**src/rtl/dest_sink.sv**
```systemverilog
// -----------------------------------------------------------------------------
// dest_sink
//   Receive-side endpoint of the arqui datapath. Drains the two destination
//   FIFOs (D0, D1) for the downstream consumer using round-robin pops,
//   registers every popped word with its source tag, counts words per
//   destination and raises a sticky flag when a word arrives through the
//   FIFO that does not match its destination bit.
//
//   Optional build macro:
//     COUNT_SAT_EN  - when defined, count_d0/count_d1 saturate at all-ones;
//                     when undefined they wrap to zero.
//
//   Ports:
//     clk        system clock, all logic on posedge
//     reset_L    synchronous reset, active low
//     init       synchronous clear of counters/flags
//     enable     consumer ready; pops only issued while high
//     empty_D0/1 FIFO empty flags
//     data_out0/1 FIFO read data, valid the cycle after the pop
//     pop_d0/1   pop requests (combinational)
//     data_rx    last received word
//     valid_rx   one-cycle pulse when data_rx/src_rx update
//     src_rx     source of data_rx (0 = D0, 1 = D1)
//     count_d0/1 words received per destination
//     route_err  sticky misroute flag
//     idle_rx    high while the controller is in IDLE
// -----------------------------------------------------------------------------
module dest_sink #(
   parameter int DATA_W   = 6,
   parameter int CNT_W    = 8,
   parameter int DEST_BIT = 4
) (
   input  logic              clk,
   input  logic              reset_L,
   input  logic              init,
   input  logic              enable,
   input  logic              empty_D0,
   input  logic              empty_D1,
   input  logic [DATA_W-1:0] data_out0,
   input  logic [DATA_W-1:0] data_out1,
   output logic              pop_d0,
   output logic              pop_d1,
   output logic [DATA_W-1:0] data_rx,
   output logic              valid_rx,
   output logic              src_rx,
   output logic [CNT_W-1:0]  count_d0,
   output logic [CNT_W-1:0]  count_d1,
   output logic              route_err,
   output logic              idle_rx
);

   typedef enum logic [1:0] {
      ST_RESET  = 2'd0,
      ST_INIT   = 2'd1,
      ST_IDLE   = 2'd2,
      ST_ACTIVE = 2'd3
   } state_t;

   state_t              state_q, state_d;
   logic                rr_last_q;
   logic                pend_d0_q, pend_d1_q;
   logic [DATA_W-1:0]   data_rx_q;
   logic                valid_rx_q;
   logic                src_rx_q;
   logic [CNT_W-1:0]    count_d0_q, count_d1_q;
   logic                route_err_q;
   logic                idle_rx_q;

   logic                cap_vld_s;
   logic                cap_src_s;
   logic [DATA_W-1:0]   cap_word_s;
   logic                misroute_s;

   // Counter step: wraps by default, holds at all-ones when saturation is built in.
   function automatic logic [CNT_W-1:0] cnt_inc(input logic [CNT_W-1:0] c);
`ifdef COUNT_SAT_EN
      if (c == {CNT_W{1'b1}}) begin
         cnt_inc = c;
      end else begin
         cnt_inc = c + 1'b1;
      end
`else
      cnt_inc = c + 1'b1;
`endif
   endfunction

   // Pop arbitration: single pop per cycle, alternate on contention.
   always_comb begin
      pop_d0 = 1'b0;
      pop_d1 = 1'b0;
      if ((state_q == ST_IDLE || state_q == ST_ACTIVE) && enable) begin
         if (!empty_D0 && !empty_D1) begin
            // rr_last holds the last served FIFO; serve the other one.
            if (rr_last_q) begin
               pop_d0 = 1'b1;
            end else begin
               pop_d1 = 1'b1;
            end
         end else if (!empty_D0) begin
            pop_d0 = 1'b1;
         end else if (!empty_D1) begin
            pop_d1 = 1'b1;
         end else begin
            pop_d0 = 1'b0;
         end
      end else begin
         pop_d0 = 1'b0;
      end
   end

   // Capture path: FIFO data is valid the cycle after its pop.
   always_comb begin
      cap_vld_s  = pend_d0_q | pend_d1_q;
      cap_src_s  = pend_d1_q;
      cap_word_s = pend_d1_q ? data_out1 : data_out0;
      misroute_s = cap_word_s[DEST_BIT] != cap_src_s;
   end

   // Next-state logic; init overrides every state.
   always_comb begin
      state_d = state_q;
      case (state_q)
         ST_RESET:  state_d = ST_IDLE;
         ST_INIT:   state_d = ST_IDLE;
         ST_IDLE: begin
            if (enable && (!empty_D0 || !empty_D1)) begin
               state_d = ST_ACTIVE;
            end else begin
               state_d = ST_IDLE;
            end
         end
         ST_ACTIVE: begin
            if (empty_D0 && empty_D1 && !pend_d0_q && !pend_d1_q &&
                !pop_d0 && !pop_d1) begin
               state_d = ST_IDLE;
            end else begin
               state_d = ST_ACTIVE;
            end
         end
         default:   state_d = ST_RESET;
      endcase
      if (init) begin
         state_d = ST_INIT;
      end else begin
         state_d = state_d;
      end
   end

   // State, arbitration history, pending flags and registered outputs.
   always_ff @(posedge clk) begin
      if (!reset_L) begin
         state_q     <= ST_RESET;
         rr_last_q   <= 1'b1;
         pend_d0_q   <= 1'b0;
         pend_d1_q   <= 1'b0;
         data_rx_q   <= '0;
         valid_rx_q  <= 1'b0;
         src_rx_q    <= 1'b0;
         count_d0_q  <= '0;
         count_d1_q  <= '0;
         route_err_q <= 1'b0;
         idle_rx_q   <= 1'b0;
      end else begin
         state_q   <= state_d;
         idle_rx_q <= (state_d == ST_IDLE);
         if (pop_d0) begin
            rr_last_q <= 1'b0;
         end else if (pop_d1) begin
            rr_last_q <= 1'b1;
         end
         if (init) begin
            pend_d0_q   <= 1'b0;
            pend_d1_q   <= 1'b0;
            valid_rx_q  <= 1'b0;
            count_d0_q  <= '0;
            count_d1_q  <= '0;
            route_err_q <= 1'b0;
         end else begin
            pend_d0_q  <= pop_d0;
            pend_d1_q  <= pop_d1;
            valid_rx_q <= cap_vld_s;
            if (cap_vld_s) begin
               data_rx_q <= cap_word_s;
               src_rx_q  <= cap_src_s;
               if (cap_src_s) begin
                  count_d1_q <= cnt_inc(count_d1_q);
               end else begin
                  count_d0_q <= cnt_inc(count_d0_q);
               end
               if (misroute_s) begin
                  route_err_q <= 1'b1;
               end
            end
         end
      end
   end

   assign data_rx   = data_rx_q;
   assign valid_rx  = valid_rx_q;
   assign src_rx    = src_rx_q;
   assign count_d0  = count_d0_q;
   assign count_d1  = count_d1_q;
   assign route_err = route_err_q;
   assign idle_rx   = idle_rx_q;

endmodule

```
**config.mk**
```make
export PLATFORM = sky130hd
export DESIGN_NAME = dest_sink
export DESIGN_NICKNAME = d
export VERILOG_FILES = /design/src/rtl/dest_sink.sv
export SDC_FILE = /design/constraint.sdc
export NUM_CORES = 1
export LEC_CHECK = 0
export ABC_CLOCK_PERIOD_IN_PS = 1120
export CELL_PAD_IN_SITES_DETAIL_PLACEMENT = 1
export CELL_PAD_IN_SITES_GLOBAL_PLACEMENT = 2
export CORE_ASPECT_RATIO = 1.75
export CORE_MARGIN = 2
export CORE_UTILIZATION = 23
export CTS_CLUSTER_SIZE = 24
export DETAILED_ROUTE_END_ITERATION = 16
export GPL_ROUTABILITY_DRIVEN = 1
export GPL_TIMING_DRIVEN = 1
export PLACE_DENSITY_LB_ADDON = 0.05
export SLEW_MARGIN = 25
export SYNTH_ARGS = -nofsm -noshare
export SYNTH_HDL_FRONTEND = slang
export SYNTH_SLANG_ARGS = --single-unit
```
**constraint.sdc**
```tcl
create_clock -name clk -period 1.12 [get_ports clk]
set_input_delay 0.224 -clock clk [delete_from_list [all_inputs] [get_ports clk]]
set_output_delay 0.224 -clock clk [all_outputs]
set_load 0.005 [all_outputs]
```
## Word level (Yosys, flattened, before mapping)

Cells that the tools add are included.

- Add/sub/neg operators: 2
- Multiplexer cells: 16
- Reductions and logical operators: 24
- Equal/unequal tests: 5
- Bitwise gates (word level): 4

Operators with widths:

| cell | count |
|---|---|
| adder 8 x 1 -> 8 bit, second input constant | 2 |
| 2-to-1 mux 1 bit | 13 |
| logical AND 1 bit | 8 |
| AND reduction 2 bit | 4 |
| equality test 2 bit, second input constant | 3 |
| logical NOT 1 bit | 6 |
| 2-to-1 mux 6 bit | 1 |
| one-hot mux 2 bit (3 select lines) | 1 |
| OR reduction 2 bit | 2 |
| NOT 1 bit | 3 |
| equality test 2 x 1 -> 1 bit, second input constant | 1 |
| logical NOT 2 bit | 1 |
| logical OR 1 bit | 2 |
| 2-to-1 mux 2 bit | 1 |
| nonzero test 2 bit | 1 |
| != test 1 bit | 1 |
| bitwise OR 1 bit | 1 |

- Output and inout bits: 28
- Flip-flop bits (word level): 31
- Input port bits: 18
- Word-level logic and storage cells: 62

## Logic depth before layout (Yosys ltp)

- Word-level depth: 11
- Mapped depth: 5
- Mapped depth without buffers: 4

## Least setup slack after synthesis

Ideal clock, no wire load.

- Path type: flip-flop to flip-flop
- From: reg count_d0_q[0], in the netlist count_d0[0]
- To: reg count_d0_q[6], in the netlist count_d0[6]
- Path slack: -0.103 ns
- Clock period less this slack: 1.223 ns
- Arrival time: 1.152 ns
- Data required time: 1.048 ns
- Setup time: 0.072 ns
- Stages on the path, launching flop included: 5
- Buffers on the path: 0
- Path through: dfxtp_1 -> ha_1 -> nand4b_1 -> or3_1 -> a21oi_1

- Cells in the longest elaborated chain, start to end: 1

RTL lines:

| element | line | RTL |
|---|---|---|
| start, declared | 65 | `logic [CNT_W-1:0] count_d0_q, count_d1_q;` |
| start signal, assigned | 188 | `count_d0_q <= cnt_inc(count_d0_q);` |
| adder 8 x 1 -> 8 bit | 83 | `cnt_inc = c + 1'b1;` |

No other way between the ends.
A chain may end at the register's enable or synchronous reset.

## Worst setup path after layout

- From: reg count_d0_q[0], in the netlist count_d0[0]
- To: reg count_d0_q[4], in the netlist count_d0[4]

Same word-level chain as after synthesis.

==> flow_summary_export.csv <==
group,metric,value,unit
setup_path,cp.required,1.33,ns
floorplanning,design.die.area,0.006299,mm^2
grt,grt_pass1_wl,7.072,mm
setup_path,worst_setup_path_type,"register to register",
synth,yosys.area.top_type_share,0.4769,
hold_path,hold_removal_path_class,"register to register",
placed_design,gp_routability_congestion,0.8214,
route,drt-total-wl,4.527,mm
clock_network,clkLatencyLatePin,0.28,ns
setup_path,timing.critical_path.slowest_cell_delay,0.36,ns
cells_and_area,antenna_cells_inserted,0,
floorplanning,floorplan.io_pins,46,
synth,synth-seq-cells,31,
synth,syn_nets,159,
synth,synth_enable_flop_cells,0,
cells_and_area,seqCellArea,666.9,um^2
route,detailed_route_iter0_violations,40,
synth,synth-adder-area-share,0.01923,
clock_network,number_of_hold_repair_buffers_added_at_the_cts_stage,0,
run_status,violations,"setup timing",
timing,drv_slew,0,
grt,grtUsageMet3,0.02996,
timing,finClkSkew,0.003645,ns
floorplanning,die_h,103.5,um
synth,synth_compound_gate_area_share,0.1625,
timing,postLayoutSetupSlackWorst,-0.1877,ns
synth,ys_seq_area_frac,0.4769,
pwr,p_per_area,875.7,mW/mm^2
clock_network,clk_transition_reported_paths,0.07,ns
setup_path,cp_launch_type,"register",
clock_network,tritoncts.num_buffers,5,
pwr,p_seq_frac,0.488,
pwr,power_leakage,0.001187,uW
grt,antenna_found_initial,0,
floorplanning,start_util,0.2368,
grt,globalRoute.busiestLayer,"met2",
synth,ys_types,29,
route,detailedRoute.firstPassIterationCount,3,
cells_and_area,final_layout_size_suffix_gt1_frac,0.4711,
cells_and_area,post_layout_nonfiller_instances,318,
timing,timing.setup.tns,-1.620,ns
setup_path,worst_setup_path_end_kind,"register",
grt,grt_max_degree,19,
synth,synth_warnings,0,
route,detail_route.vias_per_cell,4.588,
clock_network,cts-htree-levels,2,
clock_network,clock-sinks,31,
grt,track_usage,0.1486,
setup_path,data_arrival_time_at_the_worst_slack_endpoint,1.52,ns
cells_and_area,final_net_count,261,
cells_and_area,multi_input_area,793.3,um^2
synth,netlist_top_cells_count,"dfxtp_1 (31), nand2_1 (13), nor2_1 (11)",
placed_design,dpl_worst_slack,-0.6358,ns
setup_path,timing.critical_path.max_delay_family,"simple AND/OR/NAND/NOR gates",
synth,synthXorXnorAreaFrac,0.04038,
route,route.detailed.drc,0,
floorplanning,die_width,60.86,um
grt,grt_util_met2,0.2704,
floorplanning,coreArea,0.005495,mm^2
timing,setup_repair_after_global_routing_missed_its_margin,"yes",
cells_and_area,synthToLayoutAreaGrowth,98.37,%
clock_network,cts-root-buf,"clkbuf_8",
synth,syn_avg_cell_area,9.361,um^2
synth,ys.flop_type,"dfxtp_1",
synth,yosys.cell_count.top_type,"dfxtp_1",
placed_design,dpl.hpwl,3.046,mm
setup_path,worstRegToRegCells,5,
pwr,power.total,2260,uW
setup_path,reg2reg_setup_slack,-0.19,ns
synth,synth.cell_area,0.001301,mm^2
timing,final_min_period_over_clock_period,1.168,
run_status,outcome,"finished, violations left",
route,antenna_violating_nets_post_route,0,
setup_path,critical-path-slowest-cell,"dfxtp_4",
timing,maxClockFrequency,764.7,MHz
timing,hold_vio_cnt_final,0,
cells_and_area,layout.filler_cells,653,
synth,synth.mux.area_fraction,0.06154,
synth,post_synth_top_area_cell,"dfxtp_1",
synth,synth.top_cells.by_area,"dfxtp_1 (48%), mux2i_1 (6.2%), o211a_1 (4.6%), nand2_1 (3.8%), a21oi_1 (3.5%)",
grt,grt_use_met1,0.1483,
grt,grt_remaining_overflow,0,
pwr,p_int,1765,uW
route,average_wire_per_cell_in_the_routed_design,14.24,um
setup_path,timing.critical_path.depth,5,
pwr,power_switching_share,0.2192,
pwr,combPwrFrac,0.077,
timing,setup_viol_count_final,21,
setup_path,worst_path_buf_inv,1,
synth,post_synthesis_simple_gate_area_fraction,0.2048,
setup_path,path_cells,"buf_12 > ha_4 > nand4b_1 > or3_1 > a21oi_1",
timing,final.min_clock_period,1.308,ns
pwr,power.ir.vdd_worst,0.6404,mV
setup_path,crit_end,"count_d0[4]",
placed_design,post-place-cells,282,
synth,synth_top_family_by_area,"simple AND/OR/NAND/NOR gates",
setup_path,critical_path_peak_fanout,4,
setup_path,timing.rr.end,"count_d0[4]",
route,detailroute.via_count,1459,
timing,max-slew-margin-rel,0.8130,
timing,worst-slew-pin-transition,0.2781,ns
setup_path,cp-startpoint,"count_d0[0]",
hold_path,timing.hold.worst.start,"count_d0[7]",
clock_network,cts_tree,"done",
cells_and_area,design_area,0.002581,mm^2
synth,syn-instance-count,139,
flow_run,cap_viol_max_count,0,
grt,grt_pass1_vias,1527,
setup_path,r2r-start,"count_d0[0]",
placed_design,buffer_ports.inserted,45,
floorplanning,core.rowCount,36,
placed_design,placed_area,0.002073,mm^2
synth,synthArstFlopShare,0,
pwr,p_switching,495.5,uW
pwr,clock_power_share,0.434,
clock_network,ctsLongestPathBuffers,2,
-- area by class of cell --
cell class / count / share of cell area
multi-input cells: 98 / 0.3073
flip-flops and latches: 31 / 0.2584
clock buffers: 8 / 0.03878
repair buffers: 99 / 0.3500
well taps: 76 / 0.03684
inverters: 6 / 0.008725
-- worst min-delay path by stage --
stage / end / slack [ns] / cells after the start
final: count_d0[7] / 0.48 / 2
after global routing: count_d0[7] / 0.50 / 2
after CTS: route_err / 0.48 / 2
after detailed placement: count_d1[7] / 0.48 / 2
after global placement: count_d1[7] / 0.47 / 2
after floorplan: route_err / 0.38 / 2
-- state kept, by name, indices dropped and copies added (netlist names) --
register / flops
pend_d0_q: 1
idle_rx: 1
src_rx: 1
count_d1: 8
state_q: 2
count_d0: 8
route_err: 1
valid_rx: 1
data_rx: 6
rr_last_q: 1
cap_src_s: 1
-- cells by family (layout without fill, tap and decap cells) --
group,Yosys count,after routing
xor gates and xnor gates,6,6
buffers and inverters,11,113
adders and majority gates,2,2
AOI/OAI and AO/OA,31,32
and+or+nand+nor,50,50
muxes,8,8
DFF,31,31
-- tightest hold or removal path: stages (launching register included) --
cell     delay [ns]
dfxtp_2        0.33
o31ai_2        0.06
a21oi_2        0.05
-- through the flow --
stage | util | hold WS (ns)
after floorplan | - | 0.3795
after global placement | 0.3773 | 0.4680
after detailed placement | 0.3773 | 0.4841
after CTS | 0.4388 | 0.4799
after global routing | 0.4697 | 0.4995
final | 0.4697 | 0.4838
-- power groups by stage --
stage	clock network (uW)	logic, uW	registers [uW]
6_report	981	175	1100
3_5_place_dp	0	162	1140
2_1_floorplan	0	44.7	1140
3_3_place_gp	0	157	1140
4_1_cts	1010	166	1100
5_1_grt	1070	189	1100
-- cells in the final DEF (no fill, tap or decap), types with 2 or more instances in the layout --
cell type / instances
buf_4: 34
dlygate4sd2_1: 19
buf_6: 17
clkdlybuf4s50_1: 14
dfxtp_2: 13
nor2_1: 10
nand2_1: 10
dfxtp_1: 10
mux2i_1: 8
dfxtp_4: 8
a21oi_2: 7
clkbuf_8: 7
clkdlybuf4s15_1: 7
inv_1: 6
o21ai_0: 6
o211a_1: 6
or3_1: 4
xor2_1: 4
nand4_1: 4
nand3b_1: 3
buf_2: 3
a21boi_0: 2
o211ai_1: 2
and2_1: 2
a21oi_1: 2
or3_4: 2
nand3_1: 2
nand2_2: 2
o21ba_4: 2
or4_4: 2
ha_4: 2
clkbuf_2: 2
buf_12: 2
-- what timing repair did --
item / CTS / global route
gates cloned: 0 / 1
endpoints found under the hold margin: 0 / 0
pin swaps: 16 / 14
gates resized for setup: 84 / 38
endpoints found under the setup margin: 49 / 35
setup buffers: 19 / 9
-- per-layer routing --
layer / wire (um) / vias to the layer above
met3: 122 / 6
met4: 117 / 0
met1: 1643 / 722
li1: - / 701
met2: 2645 / 30
met5: 0 / -
No activity file was read; power rests on OpenSTA's default activity.
